File: src/rtl/alu_pkg.sv
// Shared opcode encodings and flag bundle for the registered integer ALU.
package alu_pkg;

  localparam logic [3:0] OP_ADD  = 4'b0000;
  localparam logic [3:0] OP_SUB  = 4'b0001;
  localparam logic [3:0] OP_AND  = 4'b0010;
  localparam logic [3:0] OP_OR   = 4'b0011;
  localparam logic [3:0] OP_NOT  = 4'b0100;
  localparam logic [3:0] OP_MUL  = 4'b0101;
  localparam logic [3:0] OP_DIV  = 4'b0110;
  localparam logic [3:0] OP_XOR  = 4'b0111;
  localparam logic [3:0] OP_LSL  = 4'b1000;
  localparam logic [3:0] OP_LSR  = 4'b1001;
  localparam logic [3:0] OP_ASR  = 4'b1010;
  localparam logic [3:0] OP_ROL  = 4'b1011;
  localparam logic [3:0] OP_ROR  = 4'b1100;
  localparam logic [3:0] OP_ASL  = 4'b1101;
  localparam logic [3:0] OP_PASS = 4'b1111;

  typedef struct packed {
    logic carry;
    logic zero;
    logic negative;
    logic overflow;
  } alu_flags_t;

endpackage

File: src/rtl/alu_shifter.sv
// Single-bit shift/rotate unit; result, shifted-out bit and ASL sign-change flag.
module alu_shifter
  import alu_pkg::*;
#(
  parameter int WIDTH = 4
) (
  input  logic [WIDTH-1:0] a_i,
  input  logic [3:0]       op_i,
  output logic [WIDTH-1:0] result_o,
  output logic             carry_o,
  output logic             overflow_o
);

  always_comb begin
    result_o   = '0;
    carry_o    = 1'b0;
    overflow_o = 1'b0;
    case (op_i)
      OP_LSL: begin
        result_o = {a_i[WIDTH-2:0], 1'b0};
        carry_o  = a_i[WIDTH-1];
      end
      OP_LSR: begin
        result_o = {1'b0, a_i[WIDTH-1:1]};
        carry_o  = a_i[0];
      end
      OP_ASR: begin
        result_o = {a_i[WIDTH-1], a_i[WIDTH-1:1]};
        carry_o  = a_i[0];
      end
      OP_ROL: begin
        result_o = {a_i[WIDTH-2:0], a_i[WIDTH-1]};
        carry_o  = a_i[WIDTH-1];
      end
      OP_ROR: begin
        result_o = {a_i[0], a_i[WIDTH-1:1]};
        carry_o  = a_i[0];
      end
      OP_ASL: begin
        // Sign changes exactly when the top two bits differ before the shift.
        result_o   = {a_i[WIDTH-2:0], 1'b0};
        carry_o    = a_i[WIDTH-1];
        overflow_o = a_i[WIDTH-1] ^ a_i[WIDTH-2];
      end
      default: begin
        result_o   = '0;
        carry_o    = 1'b0;
        overflow_o = 1'b0;
      end
    endcase
  end

endmodule

File: src/rtl/alu_core.sv
// Registered WIDTH-bit ALU: operation mux plus output/flag register.
// Define ALU_MULDIV_EN to build the multiplier and divider; otherwise MUL/DIV act as reserved.
module alu_core
  import alu_pkg::*;
#(
  parameter int WIDTH = 4
) (
  input  logic             clk,
  input  logic             rst,
  input  logic [WIDTH-1:0] a,
  input  logic [WIDTH-1:0] b,
  input  logic [3:0]       opcode,
  output logic [WIDTH-1:0] result,
  output logic             carry_flag,
  output logic             zero_flag,
  output logic             negative_flag,
  output logic             overflow_flag
);

  logic [WIDTH-1:0] result_d, result_q;
  alu_flags_t       flags_d, flags_q;

  logic [WIDTH:0]   sum, diff;
  logic [WIDTH-1:0] shf_result;
  logic             shf_carry, shf_overflow;
  logic             carry_d, overflow_d;

`ifdef ALU_MULDIV_EN
  logic [2*WIDTH-1:0] prod;
  assign prod = {{WIDTH{1'b0}}, a} * {{WIDTH{1'b0}}, b};
`endif

  assign sum  = {1'b0, a} + {1'b0, b};
  assign diff = {1'b0, a} - {1'b0, b};

  alu_shifter #(.WIDTH(WIDTH)) u_shifter (
    .a_i        (a),
    .op_i       (opcode),
    .result_o   (shf_result),
    .carry_o    (shf_carry),
    .overflow_o (shf_overflow)
  );

  always_comb begin
    result_d   = '0;
    carry_d    = 1'b0;
    overflow_d = 1'b0;
    case (opcode)
      OP_ADD: begin
        result_d   = sum[WIDTH-1:0];
        carry_d    = sum[WIDTH];
        overflow_d = (a[WIDTH-1] == b[WIDTH-1]) && (sum[WIDTH-1] != a[WIDTH-1]);
      end
      OP_SUB: begin
        // Top bit of the widened difference is the borrow (a < b unsigned).
        result_d   = diff[WIDTH-1:0];
        carry_d    = diff[WIDTH];
        overflow_d = (a[WIDTH-1] != b[WIDTH-1]) && (diff[WIDTH-1] != a[WIDTH-1]);
      end
      OP_AND:  result_d = a & b;
      OP_OR:   result_d = a | b;
      OP_XOR:  result_d = a ^ b;
      OP_NOT:  result_d = ~a;
      OP_PASS: result_d = a;
`ifdef ALU_MULDIV_EN
      OP_MUL: begin
        result_d   = prod[WIDTH-1:0];
        carry_d    = |prod[2*WIDTH-1:WIDTH];
        overflow_d = |prod[2*WIDTH-1:WIDTH];
      end
      OP_DIV: begin
        if (b == '0) begin
          result_d   = '1;
          overflow_d = 1'b1;
        end else begin
          result_d = a / b;
        end
      end
`endif
      OP_LSL, OP_LSR, OP_ASR, OP_ROL, OP_ROR, OP_ASL: begin
        result_d   = shf_result;
        carry_d    = shf_carry;
        overflow_d = shf_overflow;
      end
      default: begin
        result_d   = '0;
        carry_d    = 1'b0;
        overflow_d = 1'b0;
      end
    endcase
  end

  always_comb begin
    flags_d          = '0;
    flags_d.carry    = carry_d;
    flags_d.zero     = (result_d == '0);
    flags_d.negative = result_d[WIDTH-1];
    flags_d.overflow = overflow_d;
  end

  always_ff @(posedge clk) begin
    if (rst) begin
      result_q <= '0;
      flags_q  <= '0;
    end else begin
      result_q <= result_d;
      flags_q  <= flags_d;
    end
  end

  assign result        = result_q;
  assign carry_flag    = flags_q.carry;
  assign zero_flag     = flags_q.zero;
  assign negative_flag = flags_q.negative;
  assign overflow_flag = flags_q.overflow;

endmodule

File: config.mk
export PLATFORM = sky130hd
export DESIGN_NAME = alu_core
export DESIGN_NICKNAME = d
export VERILOG_FILES = /design/src/rtl/alu_pkg.sv /design/src/rtl/alu_shifter.sv /design/src/rtl/alu_core.sv
export SDC_FILE = /design/constraint.sdc
export NUM_CORES = 1
export LEC_CHECK = 0
export CAP_MARGIN = 15
export CORE_UTILIZATION = 47
export DETAILED_ROUTE_END_ITERATION = 10
export HOLD_SLACK_MARGIN = 0.08
export PLACE_DENSITY = 0.76
export SETUP_SLACK_MARGIN = 0.02
export SYNTH_ARGS = -nofsm -noshare
export SYNTH_HDL_FRONTEND = slang
export SYNTH_SLANG_ARGS = --single-unit
export TNS_END_PERCENT = 30
File: constraint.sdc
create_clock -name clk -period 1.99 [get_ports clk]
set_clock_uncertainty 0.15 [all_clocks]
set_input_delay 0.398 -clock clk [delete_from_list [all_inputs] [get_ports clk]]
set_output_delay 0.398 -clock clk [all_outputs]
set_load 0.03 [all_outputs]
Word-level counts from Yosys, hierarchy flattened
Cells that the tools add are included.
{"block": "word_totals", "register_bits": 8, "input_bits": 14, "out_inout_bits": 8, "wordCells": 42}
{"block": "op_classes", "n_addsub": 2, "eq_ne": 16, "mux": 6, "bitwise_logic": 5, "reduce_logical": 8}
{"cell": "case mux 4 bit (8 select lines)", "count": 1}
{"cell": "== test 4 bit (second input constant)", "count": 7}
{"cell": "case mux 4 bit (5 select lines)", "count": 1}
{"cell": "== test 4 x 2 -> 1 bit (second input constant)", "count": 2}
{"cell": "== test 4 x 3 -> 1 bit (second input constant)", "count": 2}
{"cell": "logical NOT 4 bit", "count": 2}
{"cell": "case mux 1 bit (3 select lines)", "count": 2}
{"cell": "OR reduction 3 bit", "count": 2}
{"cell": "OR reduction 6 bit", "count": 1}
{"cell": "adder 4 x 4 -> 5 bit", "count": 1}
{"cell": "subtractor 4 x 4 -> 5 bit", "count": 1}
{"cell": "bitwise AND 4 bit", "count": 1}
{"cell": "== test 4 x 1 -> 1 bit (second input constant)", "count": 1}
{"cell": "NOT 4 bit", "count": 1}
{"cell": "OR 4 bit", "count": 1}
{"cell": "bitwise XOR 4 bit", "count": 1}
{"cell": "!= test 1 bit", "count": 3}
{"cell": "logical AND 1 bit", "count": 2}
{"cell": "case mux 1 bit (2 select lines)", "count": 1}
{"cell": "OR reduction 2 bit", "count": 1}
{"cell": "== test 1 bit", "count": 1}
{"cell": "two-way mux 1 bit", "count": 1}
{"cell": "bitwise XOR 1 bit", "count": 1}

Logic depth before layout (Yosys ltp)
{"block": "logic_depth", "depth_word": 5, "ltp_mapped": 9, "ltp_nobuf": 9}

By module
A second synthesis with hierarchy kept.
{"block": "hier_totals", "hier_cells": 158, "area_unflattened_um2": 1194.9}
{"module": "alu_core", "instances": 1, "cells_each": 124, "area_per_inst_um2": 968.4}
{"module": "alu_shifter", "instances": 1, "cells_each": 34, "area_per_inst_um2": 226.5}

Worst setup path after synthesis
Ideal clock, no wire load.
{"block": "synth_path", "path_type": "input port to flip-flop", "startpoint": "in a[0]", "endpoint": "reg flags_q (netlist bit zero_flag)", "setup_time_ps": 88, "t_arrival_ps": 1887, "path_slack_ps": -135, "path_stages": 9, "n_path_buf": 0, "cell_sequence": "inv_1 ha_1 inv_1 fa_1 mux2i_1 xnor2_1 mux2i_1 a221o_1 nor4_2"}
{"block": "synth_between", "elab_chain_len": 3, "word_cells_on_any_way": 9, "cone_classes": "add/sub: 2; mux: 2; bitwise: 4; reduce/logical: 1"}
{"item": "start, declared", "line_no": "alu_core.sv:10", "source": "input logic [WIDTH-1:0] a,"}
{"item": "subtractor 4 x 4 -> 5 bit, or another cell as far along", "line_no": "alu_core.sv:34", "source": "assign diff = {1'b0, a} - {1'b0, b};"}
{"item": "case mux 4 bit (8 select lines) *", "line_no": "alu_core.sv:48", "source": "case (opcode)"}
{"item": "logical NOT 4 bit *", "line_no": "alu_core.sv:96", "source": "flags_d.zero = (result_d == '0);"}
{"item": "end signal, assigned", "line_no": "alu_core.sv:107", "source": "flags_q <= flags_d;"}
{"item": "end, declared", "line_no": "alu_core.sv:21", "source": "alu_flags_t flags_d, flags_q;"}
Every way passes the cells marked *; elsewhere a longest branch is shown, timed or not.
A chain may end at the register's enable or synchronous reset.

Worst setup path after layout
{"block": "layout_path", "startpoint": "in a[0]", "endpoint": "reg result_q[2], in the netlist result[2]"}
{"block": "layout_between", "elab_chain_len": 2, "word_cells_on_any_way": 3, "cone_classes": "add/sub: 2; mux: 1"}
{"item": "subtractor 4 x 4 -> 5 bit or adder 4 x 4 -> 5 bit (tied branches)", "line_no": "alu_core.sv:34, alu_core.sv:33"}
{"item": "case mux 4 bit (8 select lines) *", "line_no": "alu_core.sv:48"}
{"item": "end signal, assigned", "line_no": "alu_core.sv:106", "source": "result_q <= result_d;"}
{"item": "end, declared", "line_no": "alu_core.sv:20", "source": "logic [WIDTH-1:0] result_d, result_q;"}
Marks and branches as above.

==> summary.md <==
The DRC violation count after routing was 0. The repair_antennas step left the layout with diodes totalling 0. The final layout contains routed wiring with a total length of 3.74 mm. The worst-case setup margin in the final layout came out at -11.2 ps. When the netlist entered floorplanning its net count stood at 173. The finished cells cover 1860 µm². For this run, the leading register cell type out of synthesis is sky130_fd_sc_hd__dfxtp_1. The transition time at the pin with the least slew margin works out to 569 ps.

The logs give 2.46 mm for the HPWL after detailed placement and 0.289 for the total global-route track usage. The sequential element share of the synthesized area is 0.120, and the required time of the critical path is 1970 ps. In the layout the commonest cells are sky130_fd_sc_hd__buf_4 (35), sky130_fd_sc_hd__nand2_1 (9), sky130_fd_sc_hd__clkdlybuf4s50_1 (9), sky130_fd_sc_hd__nor2_1 (8). On the critical path, the stage with the largest delay is an instance of sky130_fd_sc_hd__a221o_1. The synthesized netlist cell count was 145. The final reports fail on negative setup slack. The Yosys step of the flow raised 0 warnings. Non-filler instance count after layout: 229.

The number of buffers and inverters on the critical path is 3. The number of failing setup endpoints in the final timing report was 1. Cell count after placement: 218. The clock-pin slew on the worst setup and hold paths is 50 ps, and the highest net fanout along the worst path is 3.

Along the worst hold path, the cell count comes to 4. Counting the fill cells in the layout gives 135. The detailed-route vias per instance came out at 5.90. The tree is rooted in a sky130_fd_sc_hd__clkbuf_4. The final RePlAce weighted congestion was 0.933; the site row count was 17. Counting flops with a built-in enable in the synthesized netlist gives 0. Pin count of the biggest net entering global routing: 21. The maximum buffer depth of the clock tree was 2. The instance area after placement came out at 1670 µm². The tools report the CTS buffer count as 3.

Of all cell types, the one taking the most synthesized area is sky130_fd_sc_hd__ha_1. The fraction of layout instances using a drive strength above 1 was 0.408. TritonCTS built the clock tree.

The family of cells with the greatest summed delay on the critical path is adder cells. The tools report the number of nets in the layout as 230. Dividing total power by cell area gives a power density of 382 nW/µm². The floorplan step set the die width to 51.8 µm. By area the synthesized netlist is led by sky130_fd_sc_hd__ha_1 (13%), sky130_fd_sc_hd__dfxtp_1 (12%), sky130_fd_sc_hd__mux2i_1 (6.0%), sky130_fd_sc_hd__inv_1 (4.2%), sky130_fd_sc_hd__fa_1 (3.4%). Element type at the critical path start: an input port. For the depth of the CTS H-tree, the log shows 1. The number of distinct library cell variants in the gate-level netlist after synthesis came out at 54.

The tools report the placeable core area as 2280 µm². In this run the vertical extent of the chip is 51.8 µm. Worst-case hold path end point: carry_flag. STA puts the critical path data arrival time at 1980 ps. The cell occurring most often along the worst timing path is sky130_fd_sc_hd__mux2i_1.

The effective utilization at floorplan was 0.512; the synthesis-to-layout area growth was 59.8%. The run gives 0.823 nW as the leakage power of the design. The tools report the number of hold violations in the final report as 0.

Traced cell by cell, the critical path runs through buf_8 -> inv_6 -> ha_4 -> inv_2 -> fa_2 -> mux2i_1 -> xnor2_1 -> mux2i_1 -> a221o_1 -> nor2b_4. The flow ran to the end, but the final reports show violations. The worst setup path is captured at a register.

DRC violation total after the first TritonRoute iteration: 54. The peak clock frequency supported by timing came out at 500 MHz. The tightest min-delay check is of the in2reg type. The initial antenna violation count was 0. The share of synthesized registers carrying an async set or reset is 0, and the setup total negative slack is -11.2 ps.

The share of the synthesized area in the top cell type works out to 0.129. The library cell used most frequently in the layout, excluding fill and tap cells, is sky130_fd_sc_hd__buf_4. The max-cap violation count was 0. Dividing the detail-routed wire length by the instance count gives 16.3 µm. The largest single stage delay on the critical path is 370 ps. In this run the most critical hold path is launched from opcode[3]. The tightest hold path in the finished design has a slack of 616 ps. Pin placement for this block handled 22 I/O pins. The first detailed-routing pass ran for 4 iterations. Worst slew margin relative to its limit: 0.615.

The first-pass GRT wire length was 5.79 mm; the flip-flop and latch count after synthesis was 7. The number of global-route vias before repair was 1334. Setup repair after global routing could not meet its margin everywhere.

The tools report the utilization after layout as 0.819. The tools report the count of hold-fix buffers inserted at cts as 0. The minimum clock period is 2000 ps.

The cell area that synthesis handed to floorplanning was 1170 µm². The critical path in this run is classified as in2reg. Share of the cycle needed by the critical path after routing: 1.01. The count of port buffers added during placement came out at 21. The count of pins over their slew limit was 0; the number of nets still failing antenna checks after routing was 0. A synthesized cell averages 8.04 µm². Summing over every cut layer, the via total after detailed routing is 1350. For the sink count of the clock tree, the log shows 7. For the aggregate global routing overflow, the log shows 0. The logs give 2680 µm² for the area of the die and 0.297 mV for the maximum vdd drop.
## Yosys cell counts (all sizes together) (2+ instances only)
library cell  instances
a21oi                 7
buf                  11
dfxtp                 7
fa                    2
ha                   12
inv                  13
mux2i                 7
nand2                10
nand2b                4
nand3                 4
nand3b                2
nor2                  8
nor2b                 5
nor3                  4
nor4                  2
o21a                  3
o21ai                 7
o22a                  2
o22ai                 2
xnor2                 4
xor2                  2
## power breakdown
group	internal (mW)	switching [mW]	leakage (nW)	total [mW]
registers	0.151	0.00258	0.0576	0.153
logic	0.221	0.210	0.751	0.431
clock network	0.0764	0.0499	0.0150	0.126
total	0.448	0.263	0.823	0.711
## final cells by class
cell class | instances | area [µm²] | share of cell area
Clock buffer | 4 | 26.3 | 0.0141
Inverter | 13 | 56.3 | 0.0302
Multi-Input combinational cell | 114 | 1020 | 0.546
Sequential cell | 7 | 140 | 0.0752
Tap cell | 28 | 35.0 | 0.0188
Timing Repair Buffer | 63 | 588 | 0.316
## stage by stage
step,power (mW),setup WS (ps)
floorplan,0.370,-5.33
global placement,0.515,-710
detailed placement,0.526,-765
CTS,0.677,-56.4
global route,0.752,-62.9
finish,0.711,-11.2
## worst max-delay path by stage
stage,from,to,slack (ps),cells past startpoint
after floorplan,a[0],result[2],-5,9
after global placement,a[0],result[2],-710,9
after detailed placement,b[0],result[2],-770,9
after CTS,a[0],zero_flag,-60,10
after global routing,a[0],result[2],-60,10
final,a[0],result[2],-10,10
## cell families (layout without fill, tap and decap cells)
| group | count (synthesis) | in the layout | synth area share |
|---|---|---|---|
| xor gates and xnor gates | 6 | 6 | 0.0515 |
| muxes | 8 | 8 | 0.0697 |
| and+or+nand+nor | 49 | 49 | 0.248 |
| buffers and inverters | 24 | 80 | 0.120 |
| adders and majority gates | 14 | 14 | 0.163 |
| AOI/OAI and AO/OA | 37 | 37 | 0.227 |
| DFF | 7 | 7 | 0.120 |
## layer usage
metal	up-vias	global-route usage	routed length, µm
li1	640	-	-
met1	626	0.352	1490
met2	72	0.519	1910
met3	12	0.0117	234
met4	0	0.131	102
met5	-	0	0
## registers in the layout (all words and copies together), names as in the netlist
name / cells
result: 4
carry_flag: 1
overflow_flag: 1
zero_flag: 1
## repair_timing
| action | CTS | global route |
|---|---|---|
| pin swaps | 10 | 10 |
| setup endpoints to repair | 7 | 5 |
| cloned | 1 | 0 |
| setup buffers | 3 | 3 |
| gates resized for setup | 43 | 17 |
(Power assumes the default switching activity.)
